[src/rtl/ring_scan_display.sv]
// Multiplexed seven-segment scan driver that follows a one-hot ring-counter phase.
// Optional phase-integrity checking is enabled with RING_SCAN_ONEHOT_CHECK_EN.
module ring_scan_display #(
    parameter int N = 4
) (
    input  logic           clk,
    input  logic           rst,
    input  logic [N-1:0]   phase_i,
    input  logic           val_valid_i,
    output logic           val_ready_o,
    input  logic [4*N-1:0] val_data_i,
    input  logic [N-1:0]   val_dp_i,
    output logic [N-1:0]   an_o,
    output logic [6:0]     seg_o,
    output logic           dp_o,
    output logic           frame_done_o,
    output logic           err_o
);
    localparam logic [N-1:0] TOP = {1'b1, {(N-1){1'b0}}};
    localparam logic [N-1:0] ONE = {{(N-1){1'b0}}, 1'b1};

    function automatic logic [6:0] hex7(input logic [3:0] v);
        case (v)
            4'h0: hex7 = 7'b1000000;
            4'h1: hex7 = 7'b1111001;
            4'h2: hex7 = 7'b0100100;
            4'h3: hex7 = 7'b0110000;
            4'h4: hex7 = 7'b0011001;
            4'h5: hex7 = 7'b0010010;
            4'h6: hex7 = 7'b0000010;
            4'h7: hex7 = 7'b1111000;
            4'h8: hex7 = 7'b0000000;
            4'h9: hex7 = 7'b0010000;
            4'hA: hex7 = 7'b0001000;
            4'hB: hex7 = 7'b0000011;
            4'hC: hex7 = 7'b1000110;
            4'hD: hex7 = 7'b0100001;
            4'hE: hex7 = 7'b0000110;
            default: hex7 = 7'b0001110;
        endcase
    endfunction

    logic [4*N-1:0] pend_data_q, disp_q, disp_d;
    logic [N-1:0]   pend_dp_q, disp_dp_q, disp_dp_d;
    logic           pend_full_q, pend_full_d;
    logic           disp_valid_q, disp_valid_d;
    logic           prev_top_q;
    logic [N-1:0]   an_q, an_d;
    logic [6:0]     seg_q, seg_d;
    logic           dp_q, dp_d;
    logic           frame_done_q;
    logic           accept, fs, onehot;
    logic [3:0]     nib;
    logic           dp_sel;

    assign val_ready_o = ~pend_full_q;
    assign accept      = val_valid_i & ~pend_full_q;
    assign onehot      = (phase_i != '0) && ((phase_i & (phase_i - ONE)) == '0);
    // prev_top_q is cleared by reset, so a TOP phase right after reset starts a frame
    assign fs          = (phase_i == TOP) && !prev_top_q;

    always_comb begin
        disp_d       = disp_q;
        disp_dp_d    = disp_dp_q;
        disp_valid_d = disp_valid_q;
        pend_full_d  = pend_full_q;
        if (accept) begin
            pend_full_d = 1'b1;
        end else if (fs && pend_full_q) begin
            disp_d       = pend_data_q;
            disp_dp_d    = pend_dp_q;
            disp_valid_d = 1'b1;
            pend_full_d  = 1'b0;
        end
    end

    // Digit shown at a frame start uses the value adopted on that same cycle
    always_comb begin
        nib    = 4'h0;
        dp_sel = 1'b0;
        for (int i = 0; i < N; i++) begin
            if (phase_i[i]) begin
                nib    = disp_d[4*i +: 4];
                dp_sel = disp_dp_d[i];
            end
        end
        an_d  = '1;
        seg_d = 7'h7F;
        dp_d  = 1'b1;
        if (onehot && disp_valid_d) begin
            an_d  = ~phase_i;
            seg_d = hex7(nib);
            dp_d  = ~dp_sel;
        end
    end

    always_ff @(posedge clk) begin
        if (rst) begin
            pend_data_q  <= '0;
            pend_dp_q    <= '0;
            pend_full_q  <= 1'b0;
            disp_q       <= '0;
            disp_dp_q    <= '0;
            disp_valid_q <= 1'b0;
            prev_top_q   <= 1'b0;
            an_q         <= '1;
            seg_q        <= 7'h7F;
            dp_q         <= 1'b1;
            frame_done_q <= 1'b0;
        end else begin
            if (accept) begin
                pend_data_q <= val_data_i;
                pend_dp_q   <= val_dp_i;
            end
            pend_full_q  <= pend_full_d;
            disp_q       <= disp_d;
            disp_dp_q    <= disp_dp_d;
            disp_valid_q <= disp_valid_d;
            prev_top_q   <= (phase_i == TOP);
            an_q         <= an_d;
            seg_q        <= seg_d;
            dp_q         <= dp_d;
            frame_done_q <= fs;
        end
    end

    assign an_o         = an_q;
    assign seg_o        = seg_q;
    assign dp_o         = dp_q;
    assign frame_done_o = frame_done_q;

`ifdef RING_SCAN_ONEHOT_CHECK_EN
    logic [N-1:0] prev_phase_q;
    logic         prev_valid_q;
    logic         err_q, err_d;
    logic [N-1:0] rot_prev;

    assign rot_prev = {prev_phase_q[0], prev_phase_q[N-1:1]};
    // The first sample after reset has no predecessor to compare against
    assign err_d    = err_q | ~onehot | (prev_valid_q && (phase_i != rot_prev));

    always_ff @(posedge clk) begin
        if (rst) begin
            prev_phase_q <= '0;
            prev_valid_q <= 1'b0;
            err_q        <= 1'b0;
        end else begin
            prev_phase_q <= phase_i;
            prev_valid_q <= 1'b1;
            err_q        <= err_d;
        end
    end

    assign err_o = err_q;
`else
    assign err_o = 1'b0;
`endif

endmodule

[config.mk]
export PLATFORM = sky130hd
export DESIGN_NAME = ring_scan_display
export DESIGN_NICKNAME = d
export VERILOG_FILES = /design/src/rtl/ring_scan_display.sv
export SDC_FILE = /design/constraint.sdc
export NUM_CORES = 1
export LEC_CHECK = 0
export ABC_AREA = 1
export BUFFER_PORTS_ARGS = -buffer_cell sky130_fd_sc_hd__buf_2
export CAP_MARGIN = 20
export CORE_ASPECT_RATIO = 1.2
export CORE_UTILIZATION = 50
export DETAILED_ROUTE_END_ITERATION = 8
export PLACE_DENSITY = 0.77
export SYNTH_ARGS = -nofsm -noshare
export SYNTH_HDL_FRONTEND = slang
export SYNTH_SLANG_ARGS = --single-unit
[constraint.sdc]
create_clock -name clk -period 4.3 [get_ports clk]
set_clock_uncertainty 0.15 [all_clocks]
set_input_delay 0.215 -clock clk [delete_from_list [all_inputs] [get_ports clk]]
set_output_delay 0.215 -clock clk [all_outputs]
set_load 0.01 [all_outputs]
==> results.md <==
* WL per Instance at 11.09 µm
* Port bufs at 40
* Main combinational cell family by area after synthesis: simple AND/OR/NAND/NOR gates
* Worst vdd ir at 0.2844 mV
* TritonCTS Sinks at 56
* Seq/Total Area, Yosys at 45.48%
* Met1 WL at 2265 µm
* Max H-tree Level at 2
* Ys async rst share at 0%
* Mapped Nets at 361
* First-pass DRT Iterations at 4
* Number of setup violations in the final report at 0
* N_diodes at 0
* DPL Wire Length at 3516 µm
* Row Count at 27
* Post-synthesis compound-gate area fraction at 11.93%
* Mapped cell area at 2465 µm²
* Max Slew Vio Count at 0
* Initial Util at 52.87%
* CTS tree: yes
* Number of flops mapped to enable cells by yosys at 0
* GPL Wtd Cong at 0.8965
* Worst EP required at 4.35 ns
* Worst Path Max Fanout at 30
* Mux contribution to synthesized area at 0.4061%
* Reg-to-Reg End: seg_o[3]$_SDFF_PP1_
* R2R cell count at 12
* WHS Path Cells at 3
* Die width at 66.10 µm
* Slew HR at 52.67%
* Synth warnings at 0
* Slowest Stage Delay on Critical Path at 0.53 ns
* Fmax at 351.2 MHz
* Total GRT Usage at 19.74%
* Core area at 4662 µm²
* Final Util at 60.01%
* Status: finished clean
* DIE AREA at 5216 µm²
* #FFs+latches synth at 56
* Multi-input logic area at 1112 µm²
* ANT nets after route at 0
* Synth Flop Type: dfxtp_1
* I/O Pins at 42
* Total Power at 0.0009924 W
* R2r setup slk at 1.64 ns
* Gr ovfl total at 0
* Num CTS Buffers at 5
* Min-Delay Endpoint: pend_data_q[8]$_SDFFE_PP0P_
* Initial DRC Count at 105
* Post-synthesis adder-cell area fraction at 3.046%
* Die Height at 78.92 µm
* Max-cap viol count at 0
* Minimum clock period at 2.847 ns
* Register Area at 1121 µm²
* WL met2 at 2191 µm
* Fraction of layout cells with a size suffix above 1 at 20.00%
* Average cell area after synthesis at 7.515 µm²
* Crit-path slowest cell: dlygate4sd3_1
* CP endpoint kind: flip-flop
* Startpoint types: input pin
* Fill cell count at 427
* Total number of vias at 2074
* Fin crit share at 66.21%
* Worst-margin pin slew at 0.7082 ns
* Leak at 1.266 nW
* Area Overhead vs Synth at 13.50%
* Worst path cell trace: dlygate4sd3_1, buf_2, inv_2, nand2_4, inv_2, nand3_2, o211ai_1, nand3_1, nand2_1, inv_1, ha_1, nand3_1, nand3_1, nand2_1, nand2_1
* Worst Min Path Start: val_data_i[8]
* Vias in the first global route at 1802
* CP top delay family: simple AND/OR/NAND/NOR gates
* WL met3 at 172 µm
* XOR/XNOR Fraction of Synth Area at 0%
* Largest net degree at the start of global routing at 31
* R2R Path Start: pend_full_q$_SDFFE_PP0P_
* Remaining DRCs at 0
* Final nets at 397
* Critical setup path kind: input pin to flip-flop
* Total wire length at 4691 µm
* Synth cell types at 31
* Final Hold Viols at 0
* DR vias/cell at 4.903
* Clock-pin slew on the worst setup and hold paths at 0.09 ns
* CP arrival at 2.90 ns
* CTS Root Cell: clkbuf_8
* CP Buf/Inv Count at 5
* Setup TNS Final at 0 ns
* Min-delay worst type: input pin to flip-flop
* Unrepaired setup endpoints after global routing: no
* Top sig layer: met4
* Clk buf depth at 2
* First-pass GRT wire length at 7948 µm
* Cell Pwr Density at 354.7 nW/µm²
* Mapped Cells at 328
* Post CTS Setup Buffer Count at 0
* Antenna violations before repair at 0
* Simple-gate share of the synthesized area at 29.59%
* Later-pin clock latency in the skew report at 0.30 ns
-- flip-flops by register name, summed over array words and instances, names as in the netlist, 4 cells and up --
register	count
an_o	4
pend_data_q	16
disp_q	16
disp_dp_q	4
seg_o	7
pend_dp_q	4
-- worst register-to-register path, stage by stage, from the launching register on --
cell and delay [ns]:
dfxtp_1 0.36, inv_2 0.08, nor2_8 0.15, nand3_2 0.49
o211ai_1 0.38, nand3_1 0.10, nand2_1 0.18, inv_1 0.12
ha_1 0.21, nand3_1 0.13, nand3_1 0.10, nand2_1 0.07
nand2_1 0.04
-- repair_timing --
action | 4_1_cts | 5_1_grt
gates resized for setup | 0 | 0
hold buffers | 3 | 0
hold endpoints to repair | 3 | 0
-- final cells by class --
type	instances	area share, %
sequential	56	40.07
inverter	41	5.501
clock inverter	2	1.252
clock buffer	6	2.594
timing repair buffer	43	8.229
tap	58	2.594
multi-input combinational	217	39.76
-- layout by cell type, fill, tap and decap left out --
cell / instances
nand2_1: 58
dfxtp_1: 56
nor2_1: 47
buf_2: 40
inv_1: 32
nand3_1: 31
o21ai_0: 26
a21oi_1: 16
inv_2: 9
ha_1: 6
o211ai_1: 5
clkbuf_8: 5
nand2_4: 4
nand2_2: 4
nand3_2: 3
dlygate4sd3_1: 3
nor2_4: 2
nor4_1: 2
o21ai_1: 2
nor2_8: 1
o211ai_2: 1
and2_1: 1
o21ai_2: 1
nand3b_1: 1
a31oi_1: 1
a21oi_2: 1
nand4_1: 1
nor3_1: 1
mux2i_1: 1
conb_1: 1
clkbuf_1: 1
clkinv_2: 1
bufinv_16: 1
-- metrics by stage --
stage,instance area (µm²),instances,setup WS [ns],hold WS [ns]
after floorplan,2465,328,2.259,0.1350
after detailed placement,2660,412,1.658,0.2895
final,2798,423,1.453,0.004782
after global routing,2798,423,1.186,0.009892
after global placement,2660,412,1.728,0.2906
after CTS,2798,423,1.464,0.003819
-- per-layer routing --
metal / GRT usage (%) / up-vias
met1: 25.38 / 915
met5: 0 / -
li1: - / 1110
met4: 6.596 / 0
met3: 4.310 / 6
met2: 32.35 / 43
-- worst max path at each step --
stage | start | end | depth (start not counted) | slack [ns]
after detailed placement | phase_i[3] | seg_o[0]$_SDFF_PP1_ | 13 | 1.66
after floorplan | pend_full_q$_SDFFE_PP0P_ | seg_o[0]$_SDFF_PP1_ | 13 | 2.26
after CTS | phase_i[2] | seg_o[0]$_SDFF_PP1_ | 15 | 1.46
after global routing | phase_i[2] | seg_o[4]$_SDFF_PP1_ | 18 | 1.19
final | phase_i[2] | seg_o[3]$_SDFF_PP1_ | 15 | 1.45
after global placement | phase_i[3] | seg_o[3]$_SDFF_PP1_ | 13 | 1.73
-- synthesized netlist by cell type (5+ instances only) --
cell	n	area (µm²)
o21ai_0	26	130.1
o211ai_1	5	37.54
dfxtp_1	56	1121
clkbuf_1	8	30.03
inv_2	9	33.78
inv_1	32	120.1
nor2_1	47	176.4
nand3_1	31	155.2
ha_1	6	75.07
nand2_1	58	217.7
a21oi_1	16	80.08
-- report_power, final --
group | internal (W) | switching (W)
clock | 0.000173 | 0.000163
sequential | 0.000537 | 0.00000845
combinational | 0.0000399 | 0.0000715
-- kinds of logic after synthesis --
| logic type | after synthesis |
|---|---|
| AOI/OAI and AO/OA | 53 |
| DFF | 56 |
| buffers and inverters | 55 |
| other | 1 |
| and+or+nand+nor | 156 |
| muxes | 1 |
| adders and majority gates | 6 |
(Power assumes the default switching activity.)
